File: config.mk
export PLATFORM = sky130hd
export DESIGN_NAME = if_prefetch_buffer_flat
export DESIGN_NICKNAME = d
export VERILOG_FILES = /design/src/rtl/rv_if_pkg.sv /design/src/rtl/if_prefetch_buffer_if.sv /design/src/rtl/if_fifo.sv /design/src/rtl/if_prefetch_buffer.sv /design/src/flat_wrapper.sv
export SDC_FILE = /design/constraint.sdc
export NUM_CORES = 1
export LEC_CHECK = 0
export CAP_MARGIN = 20
export CORE_ASPECT_RATIO = 0.5
export CORE_MARGIN = 3
export CORE_UTILIZATION = 35
export DETAILED_ROUTE_END_ITERATION = 12
export SLEW_MARGIN = 20
export SYNTH_ARGS = -nofsm -noshare
export SYNTH_HDL_FRONTEND = slang
export SYNTH_SLANG_ARGS = --single-unit
File: constraint.sdc
create_clock -name clk_i -period 8 [get_ports clk_i]
set_input_delay 1.2 -clock clk_i [delete_from_list [all_inputs] [get_ports clk_i]]
set_output_delay 1.2 -clock clk_i [all_outputs]
set_load 0.05 [all_outputs]
File: src/rtl/rv_if_pkg.sv
// Shared types and widths for the instruction-fetch prefetch buffer.
package rv_if_pkg;

    localparam int unsigned XLEN = 32;
    localparam int unsigned ILEN = 32;

    localparam logic [ILEN-1:0] RV_NOP = 32'h0000_0013;

    // One buffered fetch: the PC it was fetched from and the returned instruction.
    typedef struct packed {
        logic [XLEN-1:0] pc;
        logic [ILEN-1:0] instr;
    } fetch_entry_t;

    localparam int unsigned ENTRY_W = $bits(fetch_entry_t);

endpackage

File: src/rtl/if_prefetch_buffer_if.sv
// Bundle of PC-register, instruction-memory and decode handshake signals
// around the prefetch buffer. master = prefetch buffer, slave = its environment.
interface if_prefetch_buffer_if;
    import rv_if_pkg::*;

    logic [XLEN-1:0] pc_i;
    logic            pc_write_o;
    logic            flush_i;
    logic            imem_req_o;
    logic [XLEN-1:0] imem_addr_o;
    logic            imem_gnt_i;
    logic            imem_rvalid_i;
    logic [ILEN-1:0] imem_rdata_i;
    logic            id_valid_o;
    logic [ILEN-1:0] id_instr_o;
    logic [XLEN-1:0] id_pc_o;
    logic            id_ready_i;
    logic            empty_o;

    modport master (
        input  pc_i,
        output pc_write_o,
        input  flush_i,
        output imem_req_o,
        output imem_addr_o,
        input  imem_gnt_i,
        input  imem_rvalid_i,
        input  imem_rdata_i,
        output id_valid_o,
        output id_instr_o,
        output id_pc_o,
        input  id_ready_i,
        output empty_o
    );

    modport slave (
        output pc_i,
        input  pc_write_o,
        output flush_i,
        input  imem_req_o,
        input  imem_addr_o,
        output imem_gnt_i,
        output imem_rvalid_i,
        output imem_rdata_i,
        input  id_valid_o,
        input  id_instr_o,
        input  id_pc_o,
        output id_ready_i,
        input  empty_o
    );

endinterface

File: src/rtl/if_fifo.sv
// Synchronous FIFO with a synchronous clear; head word is read combinationally.
module if_fifo #(
    parameter  int unsigned WIDTH = 32,
    parameter  int unsigned DEPTH = 4,
    localparam int unsigned CW    = $clog2(DEPTH) + 1
) (
    input  logic             clk_i,
    input  logic             rst_n,
    input  logic             clear_i,
    input  logic             push_i,
    input  logic [WIDTH-1:0] wdata_i,
    input  logic             pop_i,
    output logic [WIDTH-1:0] rdata_o,
    output logic [CW-1:0]    count_o
);

    localparam int unsigned AW = (DEPTH > 1) ? $clog2(DEPTH) : 1;

    logic [WIDTH-1:0] r_mem [DEPTH];
    logic [AW-1:0]    r_wr_ptr;
    logic [AW-1:0]    r_rd_ptr;
    logic [CW-1:0]    r_count;
    logic             w_push;
    logic             w_pop;

    assign w_push  = push_i && (r_count < CW'(DEPTH));
    assign w_pop   = pop_i && (r_count != '0);
    assign rdata_o = r_mem[r_rd_ptr];
    assign count_o = r_count;

    // Storage array; cleared on reset so an empty FIFO reads as zero.
    always_ff @(posedge clk_i or negedge rst_n) begin
        if (!rst_n) begin
            for (int i = 0; i < int'(DEPTH); i++) begin
                r_mem[i] <= '0;
            end
        end else if (w_push) begin
            r_mem[r_wr_ptr] <= wdata_i;
        end
    end

    // Pointers wrap naturally (DEPTH is a power of two); clear wins over push/pop.
    always_ff @(posedge clk_i or negedge rst_n) begin
        if (!rst_n) begin
            r_wr_ptr <= '0;
            r_rd_ptr <= '0;
            r_count  <= '0;
        end else if (clear_i) begin
            r_wr_ptr <= '0;
            r_rd_ptr <= '0;
            r_count  <= '0;
        end else begin
            if (w_push) begin
                r_wr_ptr <= r_wr_ptr + AW'(1);
            end
            if (w_pop) begin
                r_rd_ptr <= r_rd_ptr + AW'(1);
            end
            r_count <= r_count + CW'(w_push) - CW'(w_pop);
        end
    end

endmodule

File: src/rtl/if_prefetch_buffer.sv
// Instruction prefetch buffer: issues fetches at pc_i while credit remains,
// pairs in-order responses with their PCs and hands them to decode.
// Responses still in flight at a redirect are counted and silently dropped.
module if_prefetch_buffer
    import rv_if_pkg::*;
#(
    parameter int unsigned DEPTH = 4
) (
    input  logic                 clk_i,
    input  logic                 rst_n,
    if_prefetch_buffer_if.master bus
);

    localparam int unsigned CW = $clog2(DEPTH) + 1;
    localparam int unsigned SW = CW + 1;

    logic [CW-1:0]   r_outstanding;
    logic [CW-1:0]   r_drop;
    logic [CW-1:0]   w_outstanding_nxt;
    logic [CW-1:0]   w_drop_nxt;
    logic [CW-1:0]   w_buf_count;
    logic [CW-1:0]   w_pend_count;
    logic [SW-1:0]   w_inflight;
    logic [XLEN-1:0] w_pend_pc;
    fetch_entry_t    w_head;
    fetch_entry_t    w_push_entry;
    logic            w_req;
    logic            w_grant;
    logic            w_rsp_keep;
    logic            w_valid;
    logic            w_pop;

    // Credit covers both buffered entries and fetches still in flight.
    assign w_inflight = SW'(w_buf_count) + SW'(r_outstanding);
    assign w_req      = rst_n && !bus.flush_i && (w_inflight < SW'(DEPTH));
    assign w_grant    = w_req && bus.imem_gnt_i;

    // A response is kept only if it belongs to a post-redirect fetch.
    assign w_rsp_keep = bus.imem_rvalid_i && !bus.flush_i && (r_drop == '0);

    assign w_valid = (w_buf_count != '0);
    assign w_pop   = w_valid && bus.id_ready_i && !bus.flush_i;

    assign w_push_entry = '{pc: w_pend_pc, instr: bus.imem_rdata_i};

    assign bus.imem_req_o  = w_req;
    assign bus.imem_addr_o = bus.pc_i;
    assign bus.pc_write_o  = w_grant || bus.flush_i;
    assign bus.id_valid_o  = w_valid;
    assign bus.id_pc_o     = w_head.pc;
    assign bus.id_instr_o  = w_head.instr;
    assign bus.empty_o     = !w_valid;

    // Next values of the outstanding and drop counters.
    always_comb begin
        w_outstanding_nxt = r_outstanding;
        w_drop_nxt        = r_drop;
        if (w_grant) begin
            w_outstanding_nxt = w_outstanding_nxt + CW'(1);
        end
        if (bus.imem_rvalid_i) begin
            w_outstanding_nxt = w_outstanding_nxt - CW'(1);
        end
        if (bus.flush_i) begin
            w_drop_nxt = r_outstanding - CW'(bus.imem_rvalid_i);
        end else if (bus.imem_rvalid_i && (r_drop != '0)) begin
            w_drop_nxt = r_drop - CW'(1);
        end
    end

    // Outstanding-fetch and pending-drop counters.
    always_ff @(posedge clk_i or negedge rst_n) begin
        if (!rst_n) begin
            r_outstanding <= '0;
            r_drop        <= '0;
        end else begin
            r_outstanding <= w_outstanding_nxt;
            r_drop        <= w_drop_nxt;
        end
    end

    if_fifo #(
        .WIDTH (ENTRY_W),
        .DEPTH (DEPTH)
    ) u_instr_buf (
        .clk_i   (clk_i),
        .rst_n   (rst_n),
        .clear_i (bus.flush_i),
        .push_i  (w_rsp_keep),
        .wdata_i (w_push_entry),
        .pop_i   (w_pop),
        .rdata_o (w_head),
        .count_o (w_buf_count)
    );

    if_fifo #(
        .WIDTH (XLEN),
        .DEPTH (DEPTH)
    ) u_pend_pc (
        .clk_i   (clk_i),
        .rst_n   (rst_n),
        .clear_i (bus.flush_i),
        .push_i  (w_grant),
        .wdata_i (bus.pc_i),
        .pop_i   (w_rsp_keep),
        .rdata_o (w_pend_pc),
        .count_o (w_pend_count)
    );

    // A response can only arrive for a fetch that was granted.
    a_rvalid_has_fetch: assert property (
        @(posedge clk_i) disable iff (!rst_n)
        bus.imem_rvalid_i |-> (r_outstanding != '0));

    // Every in-flight fetch not marked for dropping has its PC queued.
    a_pend_tracks_fetches: assert property (
        @(posedge clk_i) disable iff (!rst_n)
        w_pend_count == CW'(r_outstanding - r_drop));

endmodule

File: src/flat_wrapper.sv
// flat-port wrapper written by rule: the top's interface ports become plain ports
module if_prefetch_buffer_flat import rv_if_pkg::*;
#(
    parameter int unsigned DEPTH = 4
)
  (clk_i, rst_n, bus_pc_i, bus_pc_write_o, bus_flush_i, bus_imem_req_o, bus_imem_addr_o, bus_imem_gnt_i, bus_imem_rvalid_i, bus_imem_rdata_i, bus_id_valid_o, bus_id_instr_o, bus_id_pc_o, bus_id_ready_i, bus_empty_o);
  if_prefetch_buffer_if bus_i ();
  input  logic clk_i;
  input  logic rst_n;
  input wire logic [$bits(bus_i.pc_i)-1:0] bus_pc_i;
  output wire logic [$bits(bus_i.pc_write_o)-1:0] bus_pc_write_o;
  input wire logic [$bits(bus_i.flush_i)-1:0] bus_flush_i;
  output wire logic [$bits(bus_i.imem_req_o)-1:0] bus_imem_req_o;
  output wire logic [$bits(bus_i.imem_addr_o)-1:0] bus_imem_addr_o;
  input wire logic [$bits(bus_i.imem_gnt_i)-1:0] bus_imem_gnt_i;
  input wire logic [$bits(bus_i.imem_rvalid_i)-1:0] bus_imem_rvalid_i;
  input wire logic [$bits(bus_i.imem_rdata_i)-1:0] bus_imem_rdata_i;
  output wire logic [$bits(bus_i.id_valid_o)-1:0] bus_id_valid_o;
  output wire logic [$bits(bus_i.id_instr_o)-1:0] bus_id_instr_o;
  output wire logic [$bits(bus_i.id_pc_o)-1:0] bus_id_pc_o;
  input wire logic [$bits(bus_i.id_ready_i)-1:0] bus_id_ready_i;
  output wire logic [$bits(bus_i.empty_o)-1:0] bus_empty_o;
  assign bus_i.pc_i = bus_pc_i;
  assign bus_pc_write_o = bus_i.pc_write_o;
  assign bus_i.flush_i = bus_flush_i;
  assign bus_imem_req_o = bus_i.imem_req_o;
  assign bus_imem_addr_o = bus_i.imem_addr_o;
  assign bus_i.imem_gnt_i = bus_imem_gnt_i;
  assign bus_i.imem_rvalid_i = bus_imem_rvalid_i;
  assign bus_i.imem_rdata_i = bus_imem_rdata_i;
  assign bus_id_valid_o = bus_i.id_valid_o;
  assign bus_id_instr_o = bus_i.id_instr_o;
  assign bus_id_pc_o = bus_i.id_pc_o;
  assign bus_i.id_ready_i = bus_id_ready_i;
  assign bus_empty_o = bus_i.empty_o;
  if_prefetch_buffer #(.DEPTH(DEPTH)) u_core (.clk_i(clk_i), .rst_n(rst_n), .bus(bus_i));
endmodule
# Word level (Yosys, flattened, before mapping)
# Index checks and enable logic that the tools add are counted.
[op_classes] add_sub_neg=13 magnitude_cmp=9 mux=26 n_bitwise=4 n_reduce_logical=26
[ops] op="256-bit bitwise mux" count=1
[ops] op="64-bit 2-to-1 mux" count=3
[ops] op="64-bit binary-select mux with 2-bit select" count=1
[ops] op="128-bit bitwise mux" count=1
[ops] op="64-bit demux with 2-bit select" count=1
[ops] op="32-bit 2-to-1 mux" count=3
[ops] op="32-bit binary-select mux with 2-bit select" count=1
[ops] op="32-bit demux with 2-bit select" count=1
[ops] op="3-bit 2-to-1 mux" count=6
[ops] op="2-bit 2-to-1 mux" count=8
[ops] op="1-bit logical AND" count=14
[ops] op="3-bit greater-or-equal comparator (second input constant)" count=4
[ops] op="2-bit inverter with 3-bit output" count=4
[ops] op="2-bit nonzero test" count=5
[ops] op="3-bit nonzero test" count=3
[ops] op="3-bit by 1-bit subtractor with 3-bit output" count=3
[ops] op="2-bit by 1-bit adder with 2-bit output (second input constant)" count=4
[ops] op="3-bit by 1-bit adder with 3-bit output" count=2
[ops] op="3-bit by 1-bit less-than comparator with 1-bit output (second input constant)" count=2
[ops] op="3-bit less-than comparator (second input constant)" count=2
[ops] op="3-bit by 1-bit subtractor with 3-bit output (second input constant)" count=2
[ops] op="3-bit by 3-bit adder with 4-bit output" count=1
[ops] op="4-bit by 3-bit less-than comparator with 1-bit output (second input constant)" count=1
[ops] op="3-bit by 1-bit adder with 3-bit output (second input constant)" count=1
[ops] op="other kinds (3)" count=4
[totals] ff_bits=404 input_bits=70 out_inout_bits=100 word_cells=94

# Logic depth before layout (Yosys ltp)
# Gate-level depths: netlist of the first run.
[depth] word_depth=8 ltp_mapped=12 depth_no_buf=12

# Cells and area by module
# A second synthesis of the first run with hierarchy kept.
[unflattened] cells_unflattened=1105 area_unflattened_um2=20179.4
[modules_own_cells] mod="if_fifo (u_core.u_instr_buf)" instances=1 cells_each=655 area_per_inst_um2=12693.4 seq_area_each_um2=6581.3
[modules_own_cells] mod="if_fifo (u_core.u_pend_pc)" instances=1 cells_each=349 area_per_inst_um2=6607.6 seq_area_each_um2=3378.2
[modules_own_cells] mod="if_prefetch_buffer" instances=1 cells_each=101 area_per_inst_um2=878.3 seq_area_each_um2=150.1

# Least setup slack after synthesis of the first run
# No wires, ideal clock.
[synth_path] path_kind="input-to-output" startpoint="input port bus_flush_i" endpoint="output port bus_imem_req_o" t_arrival_ps=2493 t_required_ps=6800 path_slack_ps=4307 cell_stages=4 n_path_buf=2 cell_sequence="buf_2 nor3_4 buf_2 and4b_1"
[synth_via] elab_chain_len=3
[synth_rtl] item="start: declaration" line="flat_wrapper.sv:12" source="input wire logic [$bits(bus_i.flush_i)-1:0] bus_flush_i;"
[synth_rtl] item="1-bit logical NOT" line="if_prefetch_buffer.sv:35" source="assign w_req = rst_n && !bus.flush_i && (w_inflight < SW'(DEPTH));"
[synth_rtl] item="1-bit logical AND (2 in series)" line="if_prefetch_buffer.sv:35"
[synth_rtl] item="end: declaration" line="flat_wrapper.sv:13" source="output wire logic [$bits(bus_i.imem_req_o)-1:0] bus_imem_req_o;"
# No other way between the ends.

# Final worst setup path of the first run
# Ends and elaborated chain as after synthesis.

==> results_dict.tcl, run 1 <==
set metrics [dict create \
    worstHoldPathType "flop to flop" \
    power_leakage_nw 10.4 \
    clk_pin_slew_ns 0.06 \
    pre_cts_ws_ns 2.77 \
    synth.top_cell.area_share_pct 54.0 \
    antenna_found_initial 1 \
    ys_types 48 \
    drive_gt1_share_pct 45.3 \
    root_buffer "clkbuf_16" \
    grt_pass1_vias 11600 \
    setup_viol 0 \
    cts_hold_buf 0 \
    tightestPinTransition_ns 0.913 \
    ios 170 \
    wl_per_cell_um 21.3 \
    track_usage_pct 15.2 \
    syn_avg_cell_area_um2 16.8 \
    synth_area_um2 18700 \
    clk_latency_ns 0.54 \
    finalWorstSetupSlack_ns 2.78 \
    dr.pass1.iters 6 \
    power_mw 7.24 \
    crit_arrival_ns 4.02 \
    ys.flop_type "dfrtp_1" \
    cts_inserted_buffers 41 \
    syn_inst 1112 \
    ys_seq_area_share_pct 54.0 \
    fin_crit_ns 5.22 \
    die_x_um 333 \
    synth_area_leader_cell "dfrtp_1" \
    fin_tns_setup_ns 0 \
    worstHoldStart "u_core.u_instr_buf.r_mem[126]" \
    crit_path_end_kind "output pin" \
    place_congestion 0.697 \
    synth_nets 1204 \
    r2r_start "u_core.u_instr_buf.count_o[2]" \
    synth-seq-cells 404 \
    post-route-drc-count 0 \
    min_path_cells 1 \
    core_area_um2 52400 \
    crit_path_start_kind "input pin" \
    grt_overflow_total 0 \
    io_buffer_count 169 \
    yosysWarnings 0 \
    vias 9984 \
    rows 59 \
    cts_tree "built" \
    dieArea_um2 56400 \
    rr_worst_depth 11 \
    grt_pass1_wl_um 67400 \
    grt_max_degree 136 \
    drt-initial-drc-count 415 \
    critPathKind "input pin to output pin" \
    syn2layout_area_growth_pct 18.5 \
    powerDensity_nw_per_um2 326 \
    finalCritPeriodShare_pct 65.2 \
    fmax_mhz 192 \
    timing.rr.end "u_core.u_pend_pc.count_o[2]" \
    cts_setup_buffers 0 \
    required_ns 6.80 \
    post_cts_resized 0 \
    synth.top_cells.by_area "dfrtp_1, mux2_2, mux4_2" \
    clk_path_buf_depth 3 \
    nets 1333 \
    vias_per_cell 5.07 \
    die_y_um 169 \
    synth_edf_count 0 \
    wl_um 42000 \
    hold_viol_final 0 \
    clock-sinks 404 \
    maxSlewHeadroom_pct 39.1 \
    fin_skew_ns 0.0193 \
    run_status "completed" \
    async_flop_share_pct 100 \
    rrSetupSlack_ns 4.58 \
    dp.final_hpwl_um 25800 \
    cp_max_fo 23 \
    drv_slew 0 \
    max_cap_violations 0 \
    grt_setup_unrepaired "no" \
    cts_max_level 2 \
    antenna_left 0 \
    cp-startpoint "bus_flush_i" \
    start_util_pct 35.7 \
    hold_end "u_core.u_instr_buf.r_mem[126]" \
    ir_worst_vdd_uv 176 \
]
final cells by class:
type / count / area (um2)
fillers: 4593 / 30200
flip-flops and latches: 404 / 10100
multi-input cells: 594 / 7940
repair buffers: 185 / 1890
clock buffers: 55 / 1150
well taps: 701 / 877
clock inverters: 13 / 130
inverters: 15 / 56.3
diodes: 1 / 2.50
report_power, final:
group          leakage (nW)  switching [mW]  internal [mW]
registers              5.45           0.268           2.45
clock network         0.629           0.790           1.07
logic                  4.36            1.44           1.21
logic make-up (layout without fill, tap and decap cells):
group	after synthesis	after routing	share of synthesized area (%)
adders and majority gates	22	22	1.55
DFF	404	404	54.0
and+or+nand+nor	58	58	2.21
xor gates and xnor gates	9	9	0.421
AOI/OAI and AO/OA	21	21	0.809
muxes	484	484	37.3
other	0	1	0
buffers and inverters	114	268	3.68
stage by stage:
stage | instance area, um2 | cells | hold slack (ns) | utilization, %
after global placement | 20800 | 1895 | 0.481 | 39.7
after detailed placement | 20800 | 1895 | 0.487 | 39.7
after CTS | 22100 | 1963 | 0.501 | 42.1
after global routing | 22200 | 1968 | 0.515 | 42.3
after floorplan | 18700 | 1112 | 0.474 | -
final | 22200 | 1968 | 0.497 | 42.3
metal layers:
layer / up-vias / routed length (um) / global-route usage (%)
met5: - / 0 / 0
met2: 121 / 22300 / 27.8
met3: 63 / 1050 / 2.27
met4: 0 / 1020 / 4.27
li1: 4355 / - / -
met1: 5445 / 17600 / 18.7
cell usage in the layout, fill, tap and decap left out, drive strengths merged, types with 6 or more instances in the layout:
master,netlist,routed
clkinv,0,7
nor3,6,6
ha,20,20
buf,85,17
clkdlybuf4s50,0,168
mux2,386,386
dfrtp,404,404
inv,15,17
nand3,6,6
mux4,96,96
nand4,8,8
nor2,12,12
nor2b,8,8
nand2,7,7
clkbuf,14,55
flip-flops by register name, summed over array words and instances, names as in the netlist:
signal and count:
u_core.u_instr_buf.count_o 3, u_core.u_instr_buf.r_mem 256, u_core.u_pend_pc.r_rd_ptr 2, u_core.u_pend_pc.count_o 3, u_core.u_instr_buf.r_wr_ptr 2, u_core.u_pend_pc.r_mem 128, u_core.r_drop 3, u_core.u_instr_buf.r_rd_ptr 2
u_core.u_pend_pc.r_wr_ptr 2, u_core.r_outstanding 3
how the worst max path moves through the flow:
stage | endpoint | slack, ns | cells past startpoint
2_1_floorplan | bus_imem_req_o | 4.31 | 4
4_1_cts | bus_imem_req_o | 2.77 | 4
3_5_place_dp | bus_imem_req_o | 2.77 | 4
3_3_place_gp | bus_pc_write_o | 2.81 | 5
6_report | bus_imem_req_o | 2.78 | 4
5_1_grt | bus_imem_req_o | 2.53 | 4
Yosys cell counts (all sizes together) (2+ instances only):
master,instances
nand3,6
clkbuf,14
nor2,12
or3,2
xnor2,5
a211o,2
xor2,4
a31oi,2
o31a,2
mux2i,2
a21boi,2
inv,15
mux2,386
nor2b,8
buf,85
ha,20
nand2,7
dfrtp,404
mux4,96
o21ai,3
nor3,6
fa,2
a21oi,4
nand4,8
worst max-delay path, stage by stage:
cell             delay (ns)
clkdlybuf4s50_1        0.87
nor3_4                 0.84
and4b_1                0.30
clkdlybuf4s50_1        0.80
(Power assumes the default switching activity.)
==> run 2: changes to the inputs <==
Clock period 8 ns to 4.6 ns, I/O delays scaled along.
==> results_dict.tcl, run 2 (synthesis gave the netlist of run 1 again) <==
set metrics [dict create \
    fmax_mhz 260 \
    rrSetupSlack_ns 1.32 \
    core_area_um2 52400 \
    nets 1342 \
    antenna_found_initial 1 \
    crit_chain "buf_4 > mux4_2 > clkdlybuf4s50_1" \
    crit_path_start_kind "flop" \
    multiInputGateArea_um2 7940 \
    grt_pass1_vias 11500 \
    placed_cell_area_um2 20900 \
    place_congestion 0.709 \
    cpLargestDelayFamily "buffers and inverters" \
    timing.rr.end "u_core.u_pend_pc.count_o[2]" \
    design_area_um2 22300 \
    post-route-drc-count 0 \
    fin_crit_ns 3.84 \
    cts_inserted_buffers 41 \
    largest_reg_flops 256 \
    crit_path_top_delay_cell "dfrtp_4" \
    worstHoldPathType "flop to flop" \
    mostFrequentLayoutCells "dfrtp_1, mux2_2, clkdlybuf4s50_1" \
    cp_max_fo 33 \
    power_leakage_nw 10.5 \
    vias 10100 \
    fin_util_pct 42.5 \
    fin_skew_ns 0.0165 \
    tightestPinTransition_ns 0.938 \
    r2r_start "u_core.u_instr_buf.count_o[2]" \
    top_register "u_core.u_instr_buf.r_mem" \
    dieArea_um2 56400 \
    wl_um 42400 \
    crit_path_end_kind "output pin" \
    hold_viol_final 0 \
    grt_setup_unrepaired "no" \
    clock-sinks 404 \
    grt_max_degree 125 \
    finalCritPeriodShare_pct 83.5 \
    die_y_um 169 \
    dp.final_hpwl_um 27100 \
    ir_worst_vdd_uv 274 \
    crit_arrival_ns 3.15 \
    drv_slew 0 \
    max_cap_violations 0 \
    diodes 0 \
    dr.pass1.iters 6 \
    n_fill_cell 4676 \
    crit_buf_inv 2 \
    grt_overflow_total 0 \
    powerDensity_nw_per_um2 572 \
    track_usage_pct 15.1 \
    grt_pass1_wl_um 67500 \
    min_path_cells 1 \
    post_cts_resized 0 \
    wl_per_cell_um 21.4 \
    required_ns 3.91 \
    root_buffer "clkbuf_16" \
    vias_per_cell 5.07 \
    setup_viol 0 \
    cts_tree "built" \
    drive_gt1_share_pct 45.6 \
    regArea_um2 10100 \
    rows 59 \
    fin_tns_setup_ns 0 \
    gr-usage-met1_pct 18.8 \
    cts_max_level 2 \
    grt.met3_usage_pct 2.24 \
    start_util_pct 35.7 \
    io_buffer_count 169 \
    worstHoldStart "u_core.u_instr_buf.r_mem[83]" \
    clk_path_buf_depth 3 \
    rr_worst_depth 11 \
    critPathKind "flop to output pin" \
    ios 170 \
    worst-path-stages 3 \
    final_common_cell "dfrtp_1" \
    grtUsageMet2_pct 27.9 \
    clk_pin_slew_ns 0.06 \
    run_status "completed" \
    worst_path_largest_cell_delay_ns 0.92 \
    hold_end "u_core.u_instr_buf.r_mem[83]" \
    die_x_um 333 \
    antenna_left 0 \
    clk_latency_ns 0.54 \
    syn2layout_area_growth_pct 19.0 \
    maxSlewHeadroom_pct 37.5 \
    cp-startpoint "u_core.u_instr_buf.r_rd_ptr[0]" \
    grt_most_used_layer "met2" \
    reg.largest.list "u_core.u_instr_buf.r_mem x256, u_core.u_pend_pc.r_mem x128" \
    power_mw 12.7 \
    drt-initial-drc-count 489 \
]
## run 2: power by group
group / internal, mW / total (mW) / switching, mW
Combinational: 2.13 / 4.65 / 2.52
Sequential: 4.26 / 4.74 / 0.489
Clock: 1.97 / 3.34 / 1.37
Total: 8.36 / 12.7 / 4.38
## run 2: final cells by class
class | instances | share of cell area, %
well taps | 701 | 3.94
clock buffers | 60 | 5.34
flip-flops and latches | 404 | 45.4
repair buffers | 194 | 8.70
multi-input cells | 594 | 35.7
clock inverters | 13 | 0.674
inverters | 15 | 0.253
## run 2: repair_timing
action / 4_1_cts / 5_1_grt
hold buffers: 1 / 0
endpoints found under the hold margin: 6 / 0
setup buffers: 0 / 0
## run 2: metrics by stage
| step | setup WS [ns] | hold slack [ns] | cells |
|---|---|---|---|
| 6_report | 0.761 | 0.499 | 1981 |
| 5_1_grt | 0.590 | 0.510 | 1981 |
| 4_1_cts | 0.666 | 0.501 | 1981 |
| 3_5_place_dp | 0.961 | 0.487 | 1907 |
| 3_3_place_gp | 1.05 | 0.481 | 1907 |
| 2_1_floorplan | 1.76 | 0.394 | 1112 |
## run 2: per-layer routing
layer	vias to the layer above	routed length, um
li1	4369	-
met1	5502	17600
met2	118	22700
met3	62	1220
met4	0	866
met5	-	0
## run 2: worst max-delay path by stage
| stage | end | slack [ns] |
|---|---|---|
| global placement | u_core.u_instr_buf.r_mem[39] | 1.05 |
| finish | bus_id_instr_o[21] | 0.76 |
| global route | bus_id_instr_o[21] | 0.59 |
| floorplan | u_core.u_pend_pc.count_o[2] | 1.76 |
| CTS | bus_id_instr_o[21] | 0.67 |
| detailed placement | u_core.u_pend_pc.count_o[2] | 0.96 |
==> run 3: changes to the inputs <==
Clock period 4.6 ns to 3.4 ns, I/O delays scaled along.
==> results_dict.tcl, run 3 (synthesis gave the netlist of run 1 again) <==
set metrics [dict create \
    finalCritPeriodShare_pct 96.0 \
    core_area_um2 52400 \
    largest_reg_flops 256 \
    syn2layout_area_growth_pct 20.1 \
    maxSlewHeadroom_pct 36.7 \
    antenna_found_initial 2 \
    wl_per_cell_um 21.5 \
    rr_worst_depth 11 \
    regArea_um2 10100 \
    mostFrequentLayoutCells "dfrtp_1, mux2_2, clkdlybuf4s50_1" \
    seqPwrFrac_pct 36.5 \
    cts_max_level 2 \
    hold_viol_final 0 \
    power_leakage_nw 10.6 \
    drt-initial-drc-count 389 \
    swShare_pct 34.2 \
    die_x_um 333 \
    grt_setup_unrepaired "no" \
    place_congestion 0.714 \
    io_buffer_count 169 \
    clk_pin_slew_ns 0.06 \
    cts_tree "built" \
    antenna_left 0 \
    fmax_mhz 306 \
    drv_slew 0 \
    fin_skew_ns 0.0135 \
    fin_tns_setup_ns 0 \
    design_area_um2 22500 \
    p_sw_mw 5.94 \
    wl_um 42600 \
    n_fill_cell 4594 \
    crit_buf_inv 2 \
    internal_power_mw 11.4 \
    grt_pass1_vias 11600 \
    setup_viol 0 \
    nets 1342 \
    cts_inserted_buffers 41 \
    grt_overflow_total 0 \
    crit_path_top_delay_cell "clkdlybuf4s50_1" \
    r2r_start "u_core.u_instr_buf.count_o[2]" \
    fin_crit_ns 3.26 \
    post-route-drc-count 0 \
    clkPwrFrac_pct 26.6 \
    start_util_pct 35.7 \
    drive_gt1_share_pct 46.3 \
    reg.largest.list "u_core.u_instr_buf.r_mem x256, u_core.u_pend_pc.r_mem x128" \
    placed_cell_area_um2 21100 \
    cts_hold_buf 0 \
    crit_chain "buf_12 > mux4_2 > clkdlybuf4s50_1" \
    max_cap_violations 0 \
    die_y_um 169 \
    track_usage_pct 15.1 \
    p_comb_share_pct 36.9 \
    grt_pass1_wl_um 67000 \
    worstHoldPathType "input pin to async pin" \
    dieArea_um2 56400 \
    clk_path_buf_depth 3 \
    worst_path_largest_cell_delay_ns 0.76 \
    dr.pass1.iters 4 \
    multiInputGateArea_um2 7940 \
    clock-sinks 404 \
    cp_max_fo 30 \
    post_cts_resized 0 \
    root_buffer "clkbuf_16" \
    final_common_cell "dfrtp_1" \
    required_ns 2.89 \
    crit_path_start_kind "flop" \
    top_register "u_core.u_instr_buf.r_mem" \
    ios 170 \
    vias_per_cell 5.10 \
    rrSetupSlack_ns 0.71 \
    run_status "completed" \
    clk_latency_ns 0.54 \
    rows 59 \
    crit_path_end_kind "output pin" \
    powerDensity_nw_per_um2 772 \
    tightestPinTransition_ns 0.950 \
    crit_arrival_ns 2.75 \
    cpLargestDelayFamily "buffers and inverters" \
    grt_max_degree 187 \
    vias 10100 \
    timing.rr.end "u_core.u_pend_pc.count_o[2]" \
    cts_setup_buffers 0 \
    dp.final_hpwl_um 26100 \
    critPathKind "flop to output pin" \
    ir_worst_vdd_uv 355 \
]
run 3: changes by cell type in the layout (fill, tap and decap cells not counted), moves of 3 or more:
cell	before	now
clkdlybuf4s50_1	167	164
buf_12	4	17
clkbuf_8	5	9
clkbuf_1	12	8
buf_4	20	12
run 3: metal layers:
| metal | up-vias | part of all wire (%) | track usage, % | wire length, um |
|---|---|---|---|---|
| met5 | - | 0 | 0 | 0 |
| met4 | 0 | 1.8 | 3.54 | 768 |
| met3 | 57 | 3.3 | 2.39 | 1390 |
| met2 | 134 | 54 | 27.9 | 22800 |
| met1 | 5552 | 41 | 18.5 | 17700 |
| li1 | 4362 | - | - | - |
run 3: cell type report:
cell class	count	area share, %
antenna	1	0.0111
clock buffer	60	5.47
clock inverter	13	0.679
inverter	15	0.251
multi-input combinational	594	35.4
sequential	404	45.0
tap	701	3.90
timing repair buffer	194	9.29
run 3: power by group through the flow:
stage               clock, mW  combinational (mW)  sequential, mW
finish                   4.62                6.40            6.33
detailed placement          0                6.49            6.41
CTS                      4.75                6.52            6.33
global route             4.98                6.76            6.44
floorplan                   0                4.67            6.16
global placement            0                6.36            6.30
run 3: worst max path at each step:
stage / from / endpoint / cells after the start
after detailed placement: bus_flush_i / u_core.u_pend_pc.count_o[2] / 11
final: u_core.u_instr_buf.r_rd_ptr[0] / bus_id_pc_o[27] / 3
after global placement: bus_flush_i / u_core.u_pend_pc.count_o[2] / 11
after global routing: u_core.u_instr_buf.r_rd_ptr[0] / bus_id_pc_o[18] / 3
after floorplan: u_core.u_instr_buf.count_o[2] / u_core.u_pend_pc.count_o[2] / 11
after CTS: u_core.u_instr_buf.r_rd_ptr[0] / bus_id_pc_o[27] / 3
run 3: worst register-to-register path, cell delays in order (launching register included):
cell and delay [ns]:
dfrtp_1 0.45, ha_1 0.36, nor3_4 0.18, nand4b_1 0.22, ha_1 0.34, inv_1 0.06, ha_1 0.13, inv_1 0.05
fa_1 0.37, xor2_1 0.17, and2_1 0.16, nor3_1 0.12
run 3: per-stage QoR:
stage | utilization [%] | hold WS [ns] | cells | setup slack (ns) | total power, mW
floorplan | - | 0.214 | 1112 | 0.600 | 10.8
global placement | 40.2 | 0.481 | 1908 | 0.548 | 12.7
detailed placement | 40.2 | 0.490 | 1908 | 0.524 | 12.9
CTS | 42.9 | 0.181 | 1981 | 0.0704 | 17.6
global route | 42.9 | 0.189 | 1982 | 0.0221 | 18.2
finish | 42.9 | 0.136 | 1982 | 0.137 | 17.3
